File: src/rtl/alu_serial_rx_if.sv
// Command handshake between the serial receiver (master) and the ALU core (slave).
interface alu_serial_rx_if;
    // valid/ready: a command transfers on a posedge where cmd_valid && cmd_ready are
    // both 1; the master holds cmd_valid and every cmd_* field stable until that edge.
    logic        cmd_valid;
    logic        cmd_ready;
    logic [31:0] cmd_a;
    logic [31:0] cmd_b;
    logic [2:0]  cmd_op;
    logic [3:0]  cmd_crc4;
    logic [1:0]  cmd_status;

    modport master (
        output cmd_valid, cmd_a, cmd_b, cmd_op, cmd_crc4, cmd_status,
        input  cmd_ready
    );
    modport slave (
        input  cmd_valid, cmd_a, cmd_b, cmd_op, cmd_crc4, cmd_status,
        output cmd_ready
    );
endinterface

File: src/rtl/alu_serial_rx.sv
// Serial command receiver: 8 DATA + 1 CTL packets on sin -> one {A, B, op, crc4} command.
// Optional CRC-4 checking is enabled by defining ALU_RX_CRC_CHECK_EN.
module alu_serial_rx #(
    parameter int unsigned TIMEOUT_CYC = 64
) (
    input  logic            clk,
    input  logic            rst_n,
    input  logic            sin,
    alu_serial_rx_if.master cmd,
    output logic            overrun,
    output logic [1:0]      state_dbg
);
    typedef enum logic [1:0] {S_IDLE, S_TYPE, S_BITS, S_STOP} state_t;

    localparam logic [1:0] ST_OK        = 2'b00;
    localparam logic [1:0] ST_ERR_DATA  = 2'b01;
    localparam logic [1:0] ST_ERR_CRC   = 2'b10;
    localparam logic [1:0] ST_ERR_FRAME = 2'b11;
    localparam int GW = $clog2(TIMEOUT_CYC + 2);

    state_t        state;
    logic          armed;
    logic          pkt_ctl;
    logic [2:0]    bit_cnt;
    logic [3:0]    pkt_cnt;
    logic [7:0]    shreg;
    logic [63:0]   ab_buf;     // {B, A}: bytes shift in from the bottom, first byte ends on top
    logic [GW-1:0] gap_cnt;
    logic          full;
    logic          crc_bad;
    logic          timeout_hit;
    logic          done;
    logic [1:0]    done_status;
    logic [2:0]    done_op;
    logic [3:0]    done_crc;

    assign full      = (pkt_cnt == 4'd8);
    assign state_dbg = state;

`ifdef ALU_RX_CRC_CHECK_EN
    logic [3:0] crc;

    function automatic logic [3:0] crc_step(input logic [3:0] c, input logic b);
        logic fb;
        fb = c[3] ^ b;
        return {c[2], c[1], c[0] ^ fb, fb};
    endfunction

    assign crc_bad = (crc != shreg[3:0]);
`else
    assign crc_bad = 1'b0;
`endif

    always_comb begin
        done        = 1'b0;
        done_status = ST_OK;
        done_op     = 3'd0;
        done_crc    = 4'd0;
        // A start bit seen on the same edge wins over the timeout.
        timeout_hit = (TIMEOUT_CYC != 0) && (state == S_IDLE) && (pkt_cnt != 4'd0) &&
                      !(armed && !sin) && (gap_cnt == GW'(TIMEOUT_CYC));
        if (timeout_hit) begin
            done        = 1'b1;
            done_status = ST_ERR_FRAME;
        end else if (state == S_STOP) begin
            if (!sin) begin
                done        = 1'b1;
                done_status = ST_ERR_FRAME;
            end else if (pkt_ctl) begin
                done        = 1'b1;
                done_op     = shreg[6:4];
                done_crc    = shreg[3:0];
                if (!full)        done_status = ST_ERR_DATA;
                else if (crc_bad) done_status = ST_ERR_CRC;
            end else if (full) begin
                done        = 1'b1;
                done_status = ST_ERR_DATA;
            end
        end
    end

    always_ff @(posedge clk or negedge rst_n) begin
        if (!rst_n) begin
            state   <= S_IDLE;
            armed   <= 1'b0;
            pkt_ctl <= 1'b0;
            bit_cnt <= 3'd0;
            pkt_cnt <= 4'd0;
            shreg   <= 8'd0;
            ab_buf  <= 64'd0;
            gap_cnt <= '0;
`ifdef ALU_RX_CRC_CHECK_EN
            crc     <= 4'd0;
`endif
        end else begin
            if (sin) armed <= 1'b1;
            case (state)
                S_IDLE: begin
                    if (armed && !sin) begin
                        state   <= S_TYPE;
                        gap_cnt <= '0;
                    end else if (pkt_cnt != 4'd0 && TIMEOUT_CYC != 0) begin
                        gap_cnt <= gap_cnt + 1'b1;
                    end
                end
                S_TYPE: begin
                    pkt_ctl <= sin;
                    bit_cnt <= 3'd7;
                    state   <= S_BITS;
                end
                S_BITS: begin
                    shreg <= {shreg[6:0], sin};
`ifdef ALU_RX_CRC_CHECK_EN
                    // CTL folds the constant 1 (in place of d[7]) and then op into the CRC.
                    if (!pkt_ctl && !full)                  crc <= crc_step(crc, sin);
                    else if (pkt_ctl && bit_cnt == 3'd7)    crc <= crc_step(crc, 1'b1);
                    else if (pkt_ctl && bit_cnt >= 3'd4)    crc <= crc_step(crc, sin);
`endif
                    if (bit_cnt == 3'd0) state <= S_STOP;
                    else                 bit_cnt <= bit_cnt - 3'd1;
                end
                S_STOP: begin
                    if (!sin) begin
                        armed <= 1'b0;
                    end else if (!pkt_ctl && !full) begin
                        ab_buf  <= {ab_buf[55:0], shreg};
                        pkt_cnt <= pkt_cnt + 4'd1;
                    end
                    state <= S_IDLE;
                end
                default: state <= S_IDLE;
            endcase
            if (done) begin
                pkt_cnt <= 4'd0;
                gap_cnt <= '0;
`ifdef ALU_RX_CRC_CHECK_EN
                crc     <= 4'd0;
`endif
            end
        end
    end

    always_ff @(posedge clk or negedge rst_n) begin
        if (!rst_n) begin
            cmd.cmd_valid  <= 1'b0;
            cmd.cmd_a      <= 32'd0;
            cmd.cmd_b      <= 32'd0;
            cmd.cmd_op     <= 3'd0;
            cmd.cmd_crc4   <= 4'd0;
            cmd.cmd_status <= 2'd0;
            overrun        <= 1'b0;
        end else begin
            overrun <= 1'b0;
            if (cmd.cmd_valid && cmd.cmd_ready) cmd.cmd_valid <= 1'b0;
            if (done) begin
                if (!cmd.cmd_valid || cmd.cmd_ready) begin
                    cmd.cmd_valid  <= 1'b1;
                    cmd.cmd_a      <= full ? ab_buf[31:0]  : 32'd0;
                    cmd.cmd_b      <= full ? ab_buf[63:32] : 32'd0;
                    cmd.cmd_op     <= done_op;
                    cmd.cmd_crc4   <= done_crc;
                    cmd.cmd_status <= done_status;
                end else begin
                    overrun <= 1'b1;
                end
            end
        end
    end
endmodule
File: src/flat_wrapper.sv
// flat-port wrapper written by rule: the top's interface ports become plain ports
module alu_serial_rx_flat 
#(
    parameter int unsigned TIMEOUT_CYC = 64
)
  (clk, rst_n, sin, overrun, state_dbg, cmd_cmd_valid, cmd_cmd_a, cmd_cmd_b, cmd_cmd_op, cmd_cmd_crc4, cmd_cmd_status, cmd_cmd_ready);
  alu_serial_rx_if cmd_i ();
  input  logic clk;
  input  logic rst_n;
  input  logic sin;
  output logic overrun;
  output logic [1:0] state_dbg;
  output wire logic [$bits(cmd_i.cmd_valid)-1:0] cmd_cmd_valid;
  output wire logic [$bits(cmd_i.cmd_a)-1:0] cmd_cmd_a;
  output wire logic [$bits(cmd_i.cmd_b)-1:0] cmd_cmd_b;
  output wire logic [$bits(cmd_i.cmd_op)-1:0] cmd_cmd_op;
  output wire logic [$bits(cmd_i.cmd_crc4)-1:0] cmd_cmd_crc4;
  output wire logic [$bits(cmd_i.cmd_status)-1:0] cmd_cmd_status;
  input wire logic [$bits(cmd_i.cmd_ready)-1:0] cmd_cmd_ready;
  assign cmd_cmd_valid = cmd_i.cmd_valid;
  assign cmd_cmd_a = cmd_i.cmd_a;
  assign cmd_cmd_b = cmd_i.cmd_b;
  assign cmd_cmd_op = cmd_i.cmd_op;
  assign cmd_cmd_crc4 = cmd_i.cmd_crc4;
  assign cmd_cmd_status = cmd_i.cmd_status;
  assign cmd_i.cmd_ready = cmd_cmd_ready;
  alu_serial_rx #(.TIMEOUT_CYC(TIMEOUT_CYC)) u_core (.clk(clk), .rst_n(rst_n), .sin(sin), .cmd(cmd_i), .overrun(overrun), .state_dbg(state_dbg));
endmodule
File: config.mk
export PLATFORM = sky130hd
export DESIGN_NAME = alu_serial_rx_flat
export DESIGN_NICKNAME = d
export VERILOG_FILES = /design/src/rtl/alu_serial_rx_if.sv /design/src/rtl/alu_serial_rx.sv /design/src/flat_wrapper.sv
export SDC_FILE = /design/constraint.sdc
export NUM_CORES = 1
export LEC_CHECK = 0
export ABC_AREA = 1
export BUFFER_PORTS_ARGS = -buffer_cell sky130_fd_sc_hd__buf_2
export CAP_MARGIN = 20
export CORE_MARGIN = 5
export CORE_UTILIZATION = 55
export DETAILED_ROUTE_END_ITERATION = 10
export PLACE_DENSITY = 0.87
export SYNTH_ARGS = -nofsm -noshare
export SYNTH_HDL_FRONTEND = slang
export SYNTH_SLANG_ARGS = --single-unit
File: constraint.sdc
create_clock -name clk -period 3.99 [get_ports clk]
set_clock_uncertainty 0.2 [all_clocks]
set_input_delay 0.399 -clock clk [delete_from_list [all_inputs] [get_ports clk]]
set_output_delay 0.399 -clock clk [all_outputs]
set_load 0.05 [all_outputs]
# Yosys cells after proc, flatten, opt, wreduce, memory -nomap -nowiden
# Index checks and enable logic that the tools add are counted.
[word_totals]
n_memories = 0
wordCells = 95
rom_bits = 0
latchBits = 0
ramBits = 0
regBits = 165
[classes]
n_eq_ne = 8
n_lt_le_gt_ge = 0
n_shift = 0
addsub = 3
div_mod_pow = 0
muxes = 42
mul = 0
reduce_logical = 27
bitwise_logic = 0
[op_table]
columns = ["cell", "n"]
rows = [
  ["$mux 32", 2],
  ["$mux 4", 8],
  ["$mux 7", 4],
  ["$mux 1", 15],
  ["$mux 3", 5],
  ["$mux 2", 6],
  ["$reduce_bool 2->1", 5],
  ["$pmux 2 s4", 1],
  ["$reduce_and 2->1", 4],
  ["$add 7x1->7 const B", 1],
  ["$eq 7x7->1 const B", 1],
  ["$logic_and 1x1->1", 6],
  ["$pmux 3 s2", 1],
  ["$reduce_and 3->1", 2],
  ["$logic_not 1->1", 5],
  ["$add 4x1->4 const B", 1],
  ["$eq 2x2->1 const B", 2],
  ["$eq 4x4->1 const B", 1],
  ["$ne 2x2->1 const B", 2],
  ["$reduce_bool 4->1", 1],
  ["$logic_not 3->1", 1],
  ["$reduce_bool 3->1", 1],
  ["$sub 3x1->3 const B", 1],
  ["$eq 2x1->1 const B", 1],
  ["3 further kinds", 3],
]

# Logic depth before layout (Yosys ltp)
[logic_depth]
word_depth = 8
depth_mapped = 12

# Least setup slack after synthesis
# OpenSTA, ideal clock, no wires.
[synth_timing]
kind = "register -> register"
from = "reg u_core.pkt_cnt[0]"
to = "reg u_core.gap_cnt[0]"
t_required_ns = 3.725
path_slack_ns = 1.758
stages_incl_launch_ff = 13
period_less_slack_ns = 2.232
n_path_buf = 2
arrival_time_ns = 1.967
path_cell_list = "dfrtp_1 inv_1 ha_1 nand3_1 clkbuf_1 ha_1 nand2_1 nand2_1 inv_1 nor2_1 buf_4 nand3_1 nand2_1"
[synth_via]
elab_chain_cells = 8
elab_cells_between_ends = 14
cone_classes = "eq/ne: 1; mux: 6; reduce/logical: 7"
[synth_rtl]
columns = ["element", "line_no", "source"]
rows = [
  ["start: declaration", "alu_serial_rx.sv:25", "logic [3:0] pkt_cnt;"],
  ["start signal: assignment", "alu_serial_rx.sv:127", "pkt_cnt <= pkt_cnt + 4'd1;"],
  ["$eq 4x4->1", "alu_serial_rx.sv:37", "assign full = (pkt_cnt == 4'd8);"],
  ["$mux 1", "alu_serial_rx.sv:75", "end else if (full) begin"],
  ["$mux 1", "alu_serial_rx.sv:69", "end else if (pkt_ctl) begin"],
  ["$mux 1", "alu_serial_rx.sv:66", "if (!sin) begin"],
  ["$mux 1", "alu_serial_rx.sv:65", "end else if (state == S_STOP) begin"],
  ["$mux 1", "alu_serial_rx.sv:62", "if (timeout_hit) begin"],
  ["$reduce_bool 3->1 (no source line) / $reduce_bool 2->1 (equally long branches)", "-", ""],
  ["$reduce_and 2->1 (no source line)", "-", ""],
  ["end signal: assignment", "alu_serial_rx.sv:103", "gap_cnt <= gap_cnt + 1'b1;"],
  ["end: declaration", "alu_serial_rx.sv:28", "logic [GW-1:0] gap_cnt;"],
]
# Parallel ways exist; a longest one is shown, timed or not.
# A chain may end at the register's enable or synchronous reset.

# Worst setup path in the final report
[layout_timing]
from = "reg u_core.pkt_cnt[1]"
to = "reg u_core.cmd.cmd_a[30]"
[layout_via]
elab_chain_cells = 7
elab_cells_between_ends = 12
cone_classes = "eq/ne: 1; mux: 6; reduce/logical: 5"
[layout_rtl]
columns = ["element", "line_no", "source"]
rows = [
  ["$eq 4x4->1", "alu_serial_rx.sv:37", ""],
  ["$mux 1", "alu_serial_rx.sv:75", ""],
  ["$mux 1", "alu_serial_rx.sv:69", ""],
  ["$mux 1", "alu_serial_rx.sv:66", ""],
  ["$mux 1", "alu_serial_rx.sv:65", ""],
  ["$mux 1", "alu_serial_rx.sv:62", ""],
  ["$reduce_and 2->1 (no source line)", "-", ""],
  ["end signal: assignment", "alu_serial_rx.sv:158", "cmd.cmd_a <= full ? ab_buf[31:0] : 32'd0;"],
  ["end: declaration", "alu_serial_rx_if.sv:14", "output cmd_valid, cmd_a, cmd_b, cmd_op, cmd_crc4, cmd_status,"],
]
# Parallel ways exist; a longest one is shown, timed or not.

==> key figures <==
Drt
  – Detailed-route via count: 5739
  – Routed WL per cell: roughly 14 um
  – Vias/cell: roughly 5.1
  – Post-route ant nets: 0
  – DRT Pass-1 Iters: 5
  – Routed wire length: roughly 15000 um
  – Residual DRC: 0
  – Initial DRC count: 576

Setup path
  – Critical path startpoint category: register
  – CP most frequent cell: nand2_1
  – Slowest-stage cell, CP: nand2_4
  – R2R Path End: u_core.cmd.cmd_a[30]
  – Critical Path AT: 3170 ps
  – Crit Path Max Fanout: 73
  – CP Class: register to register
  – Crit end category: register
  – CP max stage delay: between 600 and 700 ps
  – WP data required: around 4100 ps
  – Crit path cell chain: inv_1 > ha_1 > nand3_2 > ha_1 > nand2_1 > nand2_1 > nand2_4 > nand2_4 > nand2_1 > nand2_1
  – Worst-case reg-to-reg path depth: 10
  – Crit Reg-Reg Startpoint: u_core.pkt_cnt[1]
  – R2R Setup Slk: just over 900 ps

STA
  – Final period utilization: 76.72%
  – Fmax: 326.7 MHz
  – Least-Margin Pin Slew: 874.2 ps
  – RSZ-0062 raised after global routing: false
  – Fin. max-slew vios: 0
  – Fin Hold WS: approximately 120 ps
  – Setup Viol. Count Final: 0
  – Post-route minimum period: between 3000 and 4000 ps
  – TNS Setup: 0 ps
  – Final Hold Vio Count: 0
  – Slew HR: 41.51%

Worst hold path
  – Worst hold path class: input pin to register
  – Hold Crit Endpoint: u_core.shreg[0]
  – Hold depth: 3
  – Worst Hold Launch: sin

Clocking
  – Hold-fix buffers at CTS: 1
  – Later-pin clock latency in the skew report: ~430 ps
  – CTS tree: built
  – CTS buffer count: 17
  – Worst-path clk slew: ~60 ps
  – Sink Count: approximately 170
  – CTS Buffer Depth: 2
  – Post-cts repair resize count: 0
  – CTS root buffer: clkbuf_16
  – Post-CTS Setup Inserts: 0
  – Htree depth: 4

Run status
  – Status: finished clean

Synth
  – Synth top area cells: dfrtp_1 57%, nand2_1 14%, nand3_1 6.0%, o21ai_0 5.4%, inv_1 5.2%
  – Main synth FF type: dfrtp_1
  – Syn Nets: between 800 and 900
  – FFs w/ async S/R, synth: 100.0%
  – Post-synth top area share: about 57%
  – Mapped Cells: 881
  – Distinct cells, synth: 22
  – Most common cell in the netlist: nand2_1
  – Synth area leader: dfrtp_1
  – Cell Area, Synth: between 7000 and 8000 sq um
  – Mapped Avg Cell Area: slightly above 8 sq um
  – Syn. warnings: 0
  – Post-synth top cells: 277 x nand2_1, 165 x dfrtp_1, 100 x inv_1
  – Seq cells post-synth: ~170
  – Number of synthesized flops with an enable pin: 0
  – Sequential area share after synthesis: a little under three fifths

GRT
  – Tot GR Track Use: slightly above 20%
  – Vias in the first global route: 5507
  – Largest net degree at the start of global routing: between 90 and 100
  – Antenna violations before repair: 0
  – Gr ovfl total: 0
  – First-pass GRT wire length: between 20000 and 30000 um

Floorplanning
  – DIE WIDTH: approximately 120 um
  – Die height: 124.9 um
  – Core box area: between 10000 and 15000 sq um
  – # rows: 42
  – Number of I/O pins: 81
  – Starting Density: 55.53%
  – Die area: ~16000 sq um

Place
  – Cell Area, Placed: between 7000 and 8000 sq um
  – GPL Wtd Cong: ~0.84
  – Dpl hpwl: 9603 um
  – Port Buffers: 80

Final layout
  – Area grow syn2layout: 13.47%
  – Layout net count: ~960
  – Layout cell share with drive strength beyond 1: 13.16%
  – Fin area: approximately 8200 sq um
  – Diodes inserted: 0
  – Final Util: between 60% and 70%

Power and ir drop
  – Peak supply drop: slightly below 0.5 mV
  – PD cells: between 500 and 600 nW/um^2
  – Lkg Pwr: 4.347 nW

Flow run
  – Max-cap violations: 0
==> state kept, by name (all words and copies together), names as in the netlist <==
signal / cells
u_core.cmd.cmd_valid: 1
u_core.cmd.cmd_op: 3
u_core.cmd.cmd_crc4: 4
u_core.gap_cnt: 7
u_core.ab_buf: 64
u_core.cmd.cmd_b: 32
u_core.pkt_cnt: 4
u_core.pkt_ctl: 1
u_core.bit_cnt: 3
u_core.state_dbg: 2
u_core.cmd.cmd_status: 2
u_core.armed: 1
u_core.cmd.cmd_a: 32
u_core.overrun: 1
u_core.shreg: 8
==> stage by stage <==
| stage | cells | total power [mW] | setup WS [ps] |
|---|---|---|---|
| floorplan | 881 | 3.077 | 1758 |
| global placement | 1095 | 3.300 | 1108 |
| detailed placement | 1095 | 3.351 | 987.1 |
| CTS | 1126 | 4.822 | 947.1 |
| global route | 1126 | 5.107 | 672.1 |
| finish | 1126 | 4.804 | 928.8 |
==> area by class of cell <==
type	instances	area [sq um]
fill	1076	4841
multi-input combinational	565	2530
timing repair buffer	87	461.7
tap	176	220.2
clock inverter	9	56.30
clock buffer	21	460.4
inverter	103	386.6
sequential	165	4129
==> logic make-up (layout without fill, tap and decap cells) <==
kind of cell | count (synthesis) | after routing | share of synthesized area, %
AOI/OAI and AO/OA | 82 | 82 | 5.717
adders and majority gates | 12 | 12 | 2.066
DFF | 165 | 165 | 56.83
and+or+nand+nor | 468 | 468 | 26.40
xor gates and xnor gates | 3 | 3 | 0.3617
buffers and inverters | 151 | 220 | 8.628
==> worst max-delay path by stage <==
stage	from	end	slack [ps]
2_1_floorplan	u_core.pkt_cnt[0]	u_core.gap_cnt[0]	1760
3_3_place_gp	u_core.gap_cnt[0]	u_core.cmd.cmd_a[31]	1110
3_5_place_dp	u_core.pkt_cnt[0]	u_core.cmd.cmd_a[30]	990
4_1_cts	u_core.pkt_cnt[1]	u_core.cmd.cmd_a[30]	950
5_1_grt	u_core.gap_cnt[0]	u_core.cmd.cmd_a[30]	670
6_report	u_core.pkt_cnt[1]	u_core.cmd.cmd_a[30]	930
==> per-layer routing <==
metal	vias to the layer above	wire [um]	track usage, %	part of all wire, %
met3	26	757	5.373	5.0
met5	-	0	0	0
met4	0	239	6.633	1.6
li1	2842	-	-	-
met1	2743	6658	26.56	44
met2	128	7565	33.37	50
==> placed cells by master, fill, tap and decap left out <==
cell and instances:
dfrtp_1 165, clkbuf_1 2, nand3_1 85, clkinv_2 5, nand3_2 1, o211ai_1 1
buf_4 6, xor2_1 3, inv_1 100, nand4_1 7, a21oi_1 2, inv_6 1
o21ai_0 78, nor3_1 8, buf_2 79, buf_6 1, o21a_1 1, dlygate4sd3_1 1
clkbuf_8 2, clkbuf_16 17, nand2_1 276, clkinv_1 1, nand2_4 2, ha_1 12
nor2_2 1, nand2_2 4, clkinvlp_4 3, nand3_4 1, nor2_1 83, inv_2 2
==> worst max-delay path, delay by kind of cell, from the launching register on <==
kind,cells,cell delay (ps)
fa+ha+maj,2,420
simple gates,7,1770
flops,1,430
buf+inv,1,90
==> where the power goes <==
group / total, mW / switching [mW] / leakage [nW] / internal (mW)
combinational: 1.24 / 0.946 / 1.84 / 0.298
sequential: 2.11 / 0.170 / 2.26 / 1.94
clock: 1.45 / 0.638 / 0.251 / 0.816
total: 4.80 / 1.75 / 4.35 / 3.05
Note: power is estimated with default switching activity, not from simulation.
